`config.mk`:
```
export PLATFORM = sky130hd
export DESIGN_NAME = hiscore_ram_arbiter_flat
export DESIGN_NICKNAME = d
export VERILOG_FILES = /design/src/rtl/hiscore_pkg.sv /design/src/rtl/hiscore_ram_arbiter_if.sv /design/src/rtl/hs_write_fifo.sv /design/src/rtl/hiscore_ram_arbiter.sv /design/src/flat_wrapper.sv
export SDC_FILE = /design/constraint.sdc
export NUM_CORES = 1
export LEC_CHECK = 0
export ABC_CLOCK_PERIOD_IN_PS = 1830
export CORE_MARGIN = 2
export CORE_UTILIZATION = 48
export CTS_CLUSTER_SIZE = 40
export DETAILED_ROUTE_END_ITERATION = 7
export PLACE_DENSITY_LB_ADDON = 0.05
export SLEW_MARGIN = 0
export SYNTH_ARGS = -nofsm -noshare
export SYNTH_HDL_FRONTEND = slang
export SYNTH_SLANG_ARGS = --single-unit
```
`constraint.sdc`:
```
create_clock -name clk -period 1.83 [get_ports clk]
set_input_delay 0.2745 -clock clk [delete_from_list [all_inputs] [get_ports clk]]
set_output_delay 0.2745 -clock clk [all_outputs]
set_load 0.02 [all_outputs]
```
`src/rtl/hiscore_pkg.sv`:
```
// Shared types for the hiscore RAM arbiter: FSM states, buffered write entry
// and the sizing helper for the arbiter's shared down-counter.
package hiscore_pkg;

   localparam int HS_AW = 10;

   typedef enum logic [2:0] {
      IDLE,
      PAUSE_WAIT,
      SETTLE,
      OWN,
      RELEASE
   } arb_state_t;

   typedef struct packed {
      logic [HS_AW-1:0] addr;
      logic [7:0]       data;
   } fifo_entry_t;

   function automatic int timer_width(input int a, input int b, input int c);
      int m;
      m = a;
      if (b > m) m = b;
      if (c > m) m = c;
      return (m < 1) ? 1 : $clog2(m + 1);
   endfunction

endpackage

```
`src/rtl/hiscore_ram_arbiter_if.sv`:
```
// Bus between the hiscore engine, game CPU, game work-RAM port and CPU pause
// control. The slave side is the arbiter; the master side is everything around it.
interface hiscore_ram_arbiter_if
   import hiscore_pkg::*;
#(
   parameter int AW = HS_AW
);
   logic [AW-1:0] hs_address;
   logic [7:0]    hs_wdata;
   logic          hs_write;
   logic          hs_access;
   logic [7:0]    hs_rdata;
   logic [AW-1:0] cpu_address;
   logic [7:0]    cpu_wdata;
   logic          cpu_write;
   logic [AW-1:0] ram_address;
   logic [7:0]    ram_wdata;
   logic          ram_write;
   logic [7:0]    ram_rdata;
   logic          pause_req;
   logic          pause_ack;
   logic          granted;
   logic          ack_timeout;
   logic          fifo_overflow;

   modport master (
      output hs_address, hs_wdata, hs_write, hs_access,
      output cpu_address, cpu_wdata, cpu_write,
      output ram_rdata, pause_ack,
      input  hs_rdata, ram_address, ram_wdata, ram_write,
      input  pause_req, granted, ack_timeout, fifo_overflow
   );

   modport slave (
      input  hs_address, hs_wdata, hs_write, hs_access,
      input  cpu_address, cpu_wdata, cpu_write,
      input  ram_rdata, pause_ack,
      output hs_rdata, ram_address, ram_wdata, ram_write,
      output pause_req, granted, ack_timeout, fifo_overflow
   );

endinterface

```
`src/rtl/hs_write_fifo.sv`:
```
// Small synchronous FIFO buffering hiscore writes until the RAM port is owned.
// A push into a full FIFO is accepted only when a pop frees the slot that same cycle.
module hs_write_fifo #(
   parameter int W          = 18,
   parameter int DEPTH_LOG2 = 2
) (
   input  logic         clk,
   input  logic         reset,
   input  logic         push,
   input  logic [W-1:0] din,
   input  logic         pop,
   output logic [W-1:0] dout,
   output logic         full,
   output logic         empty,
   output logic         drop
);

   localparam int DEPTH = 1 << DEPTH_LOG2;
   localparam logic [DEPTH_LOG2:0] PTR_ONE = {{DEPTH_LOG2{1'b0}}, 1'b1};

   logic [W-1:0]        mem [DEPTH];
   logic [DEPTH_LOG2:0] wr_ptr;
   logic [DEPTH_LOG2:0] rd_ptr;
   logic                wr_en;
   logic                rd_en;

   assign empty = (wr_ptr == rd_ptr);
   assign full  = (wr_ptr[DEPTH_LOG2] != rd_ptr[DEPTH_LOG2]) &&
                  (wr_ptr[DEPTH_LOG2-1:0] == rd_ptr[DEPTH_LOG2-1:0]);
   assign rd_en = pop && !empty;
   assign wr_en = push && (!full || rd_en);
   assign drop  = push && full && !rd_en;
   assign dout  = mem[rd_ptr[DEPTH_LOG2-1:0]];

   always_ff @(posedge clk) begin
      if (!reset) begin
         wr_ptr <= '0;
         rd_ptr <= '0;
      end else begin
         if (wr_en) wr_ptr <= wr_ptr + PTR_ONE;
         if (rd_en) rd_ptr <= rd_ptr + PTR_ONE;
      end
   end

   always_ff @(posedge clk) begin
      if (wr_en) mem[wr_ptr[DEPTH_LOG2-1:0]] <= din;
   end

endmodule

```
`src/rtl/hiscore_ram_arbiter.sv`:
```
// Shares the game work-RAM port between the CPU and the hiscore engine by
// pausing the CPU, waiting for ack plus settle time, then granting the port.
//
// state      | meaning
// -----------+-------------------------------------------------------------
// IDLE       | CPU owns the RAM port, no pause requested
// PAUSE_WAIT | pause_req high, waiting for pause_ack or the ack timeout
// SETTLE     | CPU halted, letting its bus settle before taking the port
// OWN        | hiscore owns the port; buffered writes drain first
// RELEASE    | port handed back to the CPU, pause_req dropped
module hiscore_ram_arbiter
   import hiscore_pkg::*;
#(
   parameter int AW              = HS_AW,
   parameter int SETTLE_CYCLES   = 4,
   parameter int RELEASE_IDLE    = 4,
   parameter int ACK_TIMEOUT     = 255,
   parameter int FIFO_DEPTH_LOG2 = 2
) (
   input logic                  clk,
   input logic                  reset,
   hiscore_ram_arbiter_if.slave bus
);

   localparam int TW = timer_width(ACK_TIMEOUT, SETTLE_CYCLES, RELEASE_IDLE);
   localparam logic [TW-1:0] T_ONE = {{(TW-1){1'b0}}, 1'b1};

   arb_state_t    state, state_nxt;
   logic [TW-1:0] timer, timer_nxt;
   logic          forced, forced_nxt;
   logic          timeout_hit;
   logic          timer_tc;
   logic          hs_write_q;
   logic          ack_timeout_q;
   logic          overflow_q;
   logic [7:0]    hs_rdata_q;
   logic          own;

   fifo_entry_t   push_entry;
   fifo_entry_t   head_entry;
   logic          fifo_push, fifo_pop, fifo_full, fifo_empty, fifo_drop;

   assign fifo_push  = bus.hs_write && !hs_write_q;
   assign push_entry = '{addr: bus.hs_address, data: bus.hs_wdata};
   assign own        = (state == OWN);
   assign fifo_pop   = own && !fifo_empty;
   assign timer_tc   = (timer <= T_ONE);

   hs_write_fifo #(
      .W          (AW + 8),
      .DEPTH_LOG2 (FIFO_DEPTH_LOG2)
   ) u_fifo (
      .clk   (clk),
      .reset (reset),
      .push  (fifo_push),
      .din   (push_entry),
      .pop   (fifo_pop),
      .dout  (head_entry),
      .full  (fifo_full),
      .empty (fifo_empty),
      .drop  (fifo_drop)
   );

   always_ff @(posedge clk) begin
      if (!reset) begin
         state         <= IDLE;
         timer         <= '0;
         forced        <= 1'b0;
         hs_write_q    <= 1'b0;
         ack_timeout_q <= 1'b0;
         overflow_q    <= 1'b0;
         hs_rdata_q    <= '0;
      end else begin
         state      <= state_nxt;
         timer      <= timer_nxt;
         forced     <= forced_nxt;
         hs_write_q <= bus.hs_write;
         if (timeout_hit) ack_timeout_q <= 1'b1;
         if (fifo_drop)   overflow_q    <= 1'b1;
         if (own && fifo_empty) hs_rdata_q <= bus.ram_rdata;
      end
   end

   always_comb begin
      state_nxt   = state;
      timer_nxt   = timer;
      forced_nxt  = forced;
      timeout_hit = 1'b0;
      unique case (state)
         IDLE: begin
            if (bus.hs_access || !fifo_empty) begin
               state_nxt = PAUSE_WAIT;
               timer_nxt = TW'(ACK_TIMEOUT);
            end
         end
         PAUSE_WAIT: begin
            if (bus.pause_ack) begin
               state_nxt  = SETTLE;
               timer_nxt  = TW'(SETTLE_CYCLES);
               forced_nxt = 1'b0;
            end else if (ACK_TIMEOUT != 0) begin
               if (timer_tc) begin
                  state_nxt   = SETTLE;
                  timer_nxt   = TW'(SETTLE_CYCLES);
                  forced_nxt  = 1'b1;
                  timeout_hit = 1'b1;
               end else begin
                  timer_nxt = timer - T_ONE;
               end
            end
         end
         SETTLE: begin
            // After a timeout the ack is known to be absent, so only a real ack can drop.
            if (!bus.pause_ack && !forced) begin
               state_nxt = PAUSE_WAIT;
               timer_nxt = TW'(ACK_TIMEOUT);
            end else if (timer_tc) begin
               state_nxt = OWN;
               timer_nxt = TW'(RELEASE_IDLE);
            end else begin
               timer_nxt = timer - T_ONE;
            end
         end
         OWN: begin
            if (bus.hs_access || !fifo_empty) begin
               timer_nxt = TW'(RELEASE_IDLE);
            end else if (timer_tc) begin
               state_nxt = RELEASE;
            end else begin
               timer_nxt = timer - T_ONE;
            end
         end
         RELEASE: state_nxt = IDLE;
         default: state_nxt = IDLE;
      endcase
   end

   always_comb begin
      bus.ram_address = bus.cpu_address;
      bus.ram_wdata   = bus.cpu_wdata;
      bus.ram_write   = bus.cpu_write;
      if (own) begin
         if (!fifo_empty) begin
            bus.ram_address = head_entry.addr;
            bus.ram_wdata   = head_entry.data;
            bus.ram_write   = 1'b1;
         end else begin
            bus.ram_address = bus.hs_address;
            bus.ram_wdata   = bus.hs_wdata;
            bus.ram_write   = 1'b0;
         end
      end
   end

   assign bus.pause_req     = (state == PAUSE_WAIT) || (state == SETTLE) || own;
   assign bus.granted       = own;
   assign bus.hs_rdata      = hs_rdata_q;
   assign bus.ack_timeout   = ack_timeout_q;
   assign bus.fifo_overflow = overflow_q;

endmodule
```
`src/flat_wrapper.sv`:
```
// flat-port wrapper written by rule: the top's interface ports become plain ports
module hiscore_ram_arbiter_flat import hiscore_pkg::*;
#(
   parameter int AW              = HS_AW,
   parameter int SETTLE_CYCLES   = 4,
   parameter int RELEASE_IDLE    = 4,
   parameter int ACK_TIMEOUT     = 255,
   parameter int FIFO_DEPTH_LOG2 = 2
)
  (clk, reset, bus_hs_address, bus_hs_wdata, bus_hs_write, bus_hs_access, bus_cpu_address, bus_cpu_wdata, bus_cpu_write, bus_ram_rdata, bus_pause_ack, bus_hs_rdata, bus_ram_address, bus_ram_wdata, bus_ram_write, bus_pause_req, bus_granted, bus_ack_timeout, bus_fifo_overflow);
  hiscore_ram_arbiter_if #(.AW(AW)) bus_i ();
  input logic clk;
  input logic reset;
  input wire logic [$bits(bus_i.hs_address)-1:0] bus_hs_address;
  input wire logic [$bits(bus_i.hs_wdata)-1:0] bus_hs_wdata;
  input wire logic [$bits(bus_i.hs_write)-1:0] bus_hs_write;
  input wire logic [$bits(bus_i.hs_access)-1:0] bus_hs_access;
  input wire logic [$bits(bus_i.cpu_address)-1:0] bus_cpu_address;
  input wire logic [$bits(bus_i.cpu_wdata)-1:0] bus_cpu_wdata;
  input wire logic [$bits(bus_i.cpu_write)-1:0] bus_cpu_write;
  input wire logic [$bits(bus_i.ram_rdata)-1:0] bus_ram_rdata;
  input wire logic [$bits(bus_i.pause_ack)-1:0] bus_pause_ack;
  output wire logic [$bits(bus_i.hs_rdata)-1:0] bus_hs_rdata;
  output wire logic [$bits(bus_i.ram_address)-1:0] bus_ram_address;
  output wire logic [$bits(bus_i.ram_wdata)-1:0] bus_ram_wdata;
  output wire logic [$bits(bus_i.ram_write)-1:0] bus_ram_write;
  output wire logic [$bits(bus_i.pause_req)-1:0] bus_pause_req;
  output wire logic [$bits(bus_i.granted)-1:0] bus_granted;
  output wire logic [$bits(bus_i.ack_timeout)-1:0] bus_ack_timeout;
  output wire logic [$bits(bus_i.fifo_overflow)-1:0] bus_fifo_overflow;
  assign bus_i.hs_address = bus_hs_address;
  assign bus_i.hs_wdata = bus_hs_wdata;
  assign bus_i.hs_write = bus_hs_write;
  assign bus_i.hs_access = bus_hs_access;
  assign bus_i.cpu_address = bus_cpu_address;
  assign bus_i.cpu_wdata = bus_cpu_wdata;
  assign bus_i.cpu_write = bus_cpu_write;
  assign bus_i.ram_rdata = bus_ram_rdata;
  assign bus_i.pause_ack = bus_pause_ack;
  assign bus_hs_rdata = bus_i.hs_rdata;
  assign bus_ram_address = bus_i.ram_address;
  assign bus_ram_wdata = bus_i.ram_wdata;
  assign bus_ram_write = bus_i.ram_write;
  assign bus_pause_req = bus_i.pause_req;
  assign bus_granted = bus_i.granted;
  assign bus_ack_timeout = bus_i.ack_timeout;
  assign bus_fifo_overflow = bus_i.fifo_overflow;
  hiscore_ram_arbiter #(.AW(AW), .SETTLE_CYCLES(SETTLE_CYCLES), .RELEASE_IDLE(RELEASE_IDLE), .ACK_TIMEOUT(ACK_TIMEOUT), .FIFO_DEPTH_LOG2(FIFO_DEPTH_LOG2)) u_core (.clk(clk), .reset(reset), .bus(bus_i));
endmodule
```
### Yosys cells after proc, flatten, opt, wreduce, memory -nomap -nowiden

Memory sizes are Yosys's and may differ from the RTL's. A register that Yosys moved wholly into a read port is not among the register bits.
Cells that the tools add are included.

* memories kept: 1
* memory bits (writable): 72
* bits in registers: 29
* bits in latches: 0
* ROM bits: 0

* muxes and demuxes: 30
* divide/modulo/power cells: 0
* bitwise logic cells: 0
* reductions and logical operators: 25
* $add $sub $neg: 3
* shift-type cells: 0
* eq/ne operators: 12
* magnitude comparators: 1
* multipliers: 0

Memories
* u_core.u_fifo.mem: words 4, bits a word 18, read ports 1, clocked after memory_dff 1, wr ports 1, RTL line hs_write_fifo.sv:21 `logic [W-1:0] mem [DEPTH];`

Operators by type and width (number)
* 8-bit 2-to-1 mux: 8
* 8-bit case mux with 4 select lines: 1
* 3-bit 2-to-1 mux: 7
* 10-bit 2-to-1 mux: 2
* 3-bit case mux with 4 select lines: 1
* 1-bit logical AND: 9
* 1-bit 2-to-1 mux: 9
* 8-bit by 1-bit less-or-equal comparator with 1-bit output, second input constant: 1
* 8-bit by 1-bit subtractor with 8-bit output, second input constant: 1
* 3-bit by 1-bit adder with 3-bit output, second input constant: 2
* 3-bit by 2-bit == test with 1-bit output, second input constant: 2
* 1-bit zero test: 6
* 5-bit AND reduction: 1
* 1-bit logical OR: 4
* 2-bit 2-to-1 mux: 2
* 2-bit by 1-bit != test with 1-bit output, second input constant: 2
* 4-bit nonzero test: 1
* 3-bit by 1-bit == test with 1-bit output, second input constant: 1
* 3-bit == test: 1
* 3-bit zero test: 1
* 3-bit by 1-bit != test with 1-bit output, second input constant: 1
* 3-bit by 2-bit != test with 1-bit output, second input constant: 1
* 3-bit != test, second input constant: 1
* 3-bit AND reduction: 1
* other kinds (5): 5

### Depth between registers and ports, before layout

* depth in word-level cells: 8
* mapped depth: 8

### Hierarchy

From an unflattened synthesis, not the netlist that was laid out.

* cell total of the unflattened synthesis: 362
* area total of the unflattened synthesis: 4697.0 um^2

Modules (own cells, without submodules)
* hs_write_fifo: instances 1, seq. area each 2322.2 um^2, area an instance 3124.2 um^2, cells an instance 149
* hiscore_ram_arbiter: instances 1, seq. area each 460.4 um^2, area an instance 1572.8 um^2, cells an instance 213

### Least setup slack after synthesis

No wires, ideal clock.

* kind: reg2out
* from: register (tool-made name)
* to: output port bus_ram_address[6]
* data required time: 1.556 ns
* path slack: -0.182 ns
* arrival: 1.738 ns
* cell stages (with the launch flop): 6
* path through: dfxtp_1 -> buf_1 -> clkbuf_1 -> mux4_2 -> mux2i_1 -> o21ai_0

RTL lines
* end, declared: RTL line flat_wrapper.sv:24 `output wire logic [$bits(bus_i.ram_address)-1:0] bus_ram_address;`

==> impl_metrics.ini <==
[synthesis]
synth_area_leaders = edfxtp_1 (47%), dfxtp_1 (13%), mux4_2 (8.8%)
synthSimpleGateAreaFrac_pct = 9.47
synth_compound_area_share_pct = 9.09
synthesis.instances = 324
synth-adder-area-share_pct = 1.90
synth_nets = 381
synth-seq-cells = 103
synth_largest_area_cell = edfxtp_1
yosys_warnings = 0
yosys-top-cells-count = edfxtp_1 (72), dfxtp_1 (31), mux2i_1 (27), o21ai_0 (24), nand2_1 (20)
synth_area_sq_um = 4610
synth-xor-area-share_pct = 2.20
synth_mux_area_share_pct = 14.6
synth.avg_cell_area_sq_um = 14.2
synth_top_family_by_area = multiplexers
synth_top_area_share_pct = 46.9
synth.distinct_cells = 45
synth_flop_cell = edfxtp_1
ys_seq_area_share_pct = 60.3
synth_most_common_cell = edfxtp_1
synthArstFlopShare_pct = 0
synth_edf_count = 72

[critical_path]
path_max_fanout = 6
cp.arrival_ns = 1.81
start_kind = flop
critical_path.top_delay_family = multiplexers
worstPathRequired_ns = 1.56
cp-end-kind = primary output
cpPeakStageDelay_ns = 0.52
slowest_stage = mux4_2
critPathKind = flop to primary output
reg2regPathDepth = 7
worstPathCellList = buf_12 > mux4_2 > mux2i_2 > o21ai_2 > buf_6
crit_cells = 5
cp_num_buf_inv = 2

[sta]
setup_viol = 18
setup_ws_ns = -0.257
max_slew_margin_pct = 64.3
timing.fmax_mhz = 479
worst_slew_pin_slew_ns = 0.531
hold_viol_final = 0
fin_crit_sh_pct = 114
fin_skew_ns = 0.0142
slew_violations = 0
rsz0062_at_grt = true
finalCriticalPeriod_ns = 2.09

[floorplan]
core.rowCount = 35
core_sq_um = 9280
die_width_microns = 102
die_h_microns = 102
die-area_sq_um = 10400
ios = 81
start_util_pct = 49.7

[final_layout]
diodes = 0
final_nets = 526
area_growth_pct = 40.8
fin_cells = 603
final_layout_size_suffix_gt1_share_pct = 37.1

[route]
drtIter0Drc = 73
vias_per_cell = 5.20
ant_nets = 0
wire_per_inst_microns = 16.1
vias = 3136
routed_wl_microns = 9680
firstDrtPassIters = 6
post-route-drc-count = 0

[hold_path]
holdPathStages = 1
min_path_type = flop to flop

[flow_run]
drv_cap = 0

[clock_network]
clockRootBuffer = clkbuf_8
h-tree-depth = 3
holdBufCountCts = 0
cts.path.max_buffers = 2
clkTransAtPathRegs_ns = 0.09
worst_skew_pair.late_latency_ns = 0.36
clock-sinks = 103
numCtsBuffers = 9
cts_tree = built

[place]
portBuffers = 80
dp.cells = 585
gp_congestion = 0.874
dp_hpwl_microns = 6690

[power_and_ir_drop]
power.density_nw_per_um2 = 1070
p_leak_nw = 2.44
vdd_drop_max_uv = 811
finalPower_mw = 6.94

[global_routing]
track_usage_pct = 20.0
grt_max_degree = 31
grt_pass1_vias = 3278
grt_overflow = 0
grt_pass1_wl_microns = 15800
antenna_found_initial = 0

[status]
status = finished with violations
violations = negative setup slack
==> where the power goes <==
part	internal (mW)	switching, mW
Combinational	1.38	1.36
Sequential	2.70	0.132
Clock	0.624	0.757
Total	4.69	2.24
==> per-stage QoR <==
step | hold WS, ns | setup TNS, ns | cell area, sq um | setup WS, ns | util [%]
after floorplan | 0.373 | -0.0110 | 4660 | -0.0110 | -
after global placement | 0.453 | -7.07 | 6160 | -0.301 | 66.4
after detailed placement | 0.458 | -8.91 | 6160 | -0.331 | 66.4
after CTS | 0.483 | -5.39 | 6440 | -0.356 | 69.4
after global routing | 0.513 | -5.73 | 6490 | -0.340 | 70.0
final | 0.478 | -4.14 | 6490 | -0.257 | 70.0
==> cells in the final DEF, fill, tap and decap left out, types with 3 or more instances in the layout <==
| cell type | count |
|---|---|
| o221a_2 | 6 |
| xor2_1 | 4 |
| ha_1 | 5 |
| clkbuf_8 | 10 |
| nor3_1 | 5 |
| o21ai_2 | 9 |
| clkdlybuf4s50_1 | 59 |
| dfxtp_2 | 6 |
| a21oi_1 | 5 |
| and2_1 | 5 |
| nor3b_1 | 4 |
| nor2b_1 | 14 |
| xnor2_2 | 3 |
| and2_2 | 3 |
| o21a_1 | 10 |
| o21ai_1 | 9 |
| dfxtp_1 | 24 |
| edfxtp_1 | 72 |
| inv_1 | 7 |
| o21ai_0 | 6 |
| buf_12 | 11 |
| mux2i_2 | 5 |
| mux2i_1 | 22 |
| a21oi_2 | 3 |
| buf_4 | 55 |
| mux4_2 | 18 |
| buf_6 | 12 |
| buf_2 | 9 |
| nand2_1 | 20 |
| nor2_1 | 10 |
==> worst paths after layout <==
path                                              start                               endpoint  slack [ns]
setup / recovery                                   flop                       bus_ram_wdata[6]       -0.26
hold / removal    u_core.bus.fifo_overflow$_SDFFE_PN0P_  u_core.bus.fifo_overflow$_SDFFE_PN0P_        0.48
setup reg to reg           u_core.timer[1]$_SDFFE_PN0P_           u_core.timer[4]$_SDFFE_PN0P_        0.06
hold reg to reg   u_core.bus.fifo_overflow$_SDFFE_PN0P_  u_core.bus.fifo_overflow$_SDFFE_PN0P_        0.48
==> state kept, by name (all words and copies together), names as in the netlist, 3 cells and up, named ones only <==
register              cells
u_core.u_fifo.mem        72
u_core.u_fifo.rd_ptr      3
u_core.bus.hs_rdata       8
u_core.timer              8
u_core.state              3
u_core.u_fifo.wr_ptr      3
==> cell type report <==
type | count | area [sq um]
multi-input combinational | 198 | 1880
tap | 129 | 161
fill | 682 | 2790
sequential | 103 | 2790
timing repair buffer | 149 | 1430
clock inverter | 3 | 25.0
inverter | 8 | 31.3
clock buffer | 13 | 170
==> repair_timing <==
action                     in CTS  in global routing
pin swaps                      13                 17
cloned                          1                  0
setup endpoints to repair      30                 96
resized for setup             127                 27
setup buffers                   2                  1
==> layer usage <==
metal | GRT usage [%] | part of all wire (%) | wire [microns]
met5 | 0 | 0 | 0
met4 | 6.56 | 1.6 | 151
met3 | 3.83 | 4.0 | 391
met2 | 34.3 | 50 | 4810
met1 | 25.7 | 45 | 4340
==> cell families (layout without fill, tap and decap cells) <==
logic type               Yosys count  count (layout)
AO/OA/AOI/OAI                     60              60
buffers and inverters             23             173
AND/OR/NAND/NOR                   77              77
XOR/XNOR                           9               9
adder cells (fa/ha/maj)            7               7
multiplexers                      45              45
flip-flops                       103             103
No activity file was read; power rests on OpenSTA's default activity.
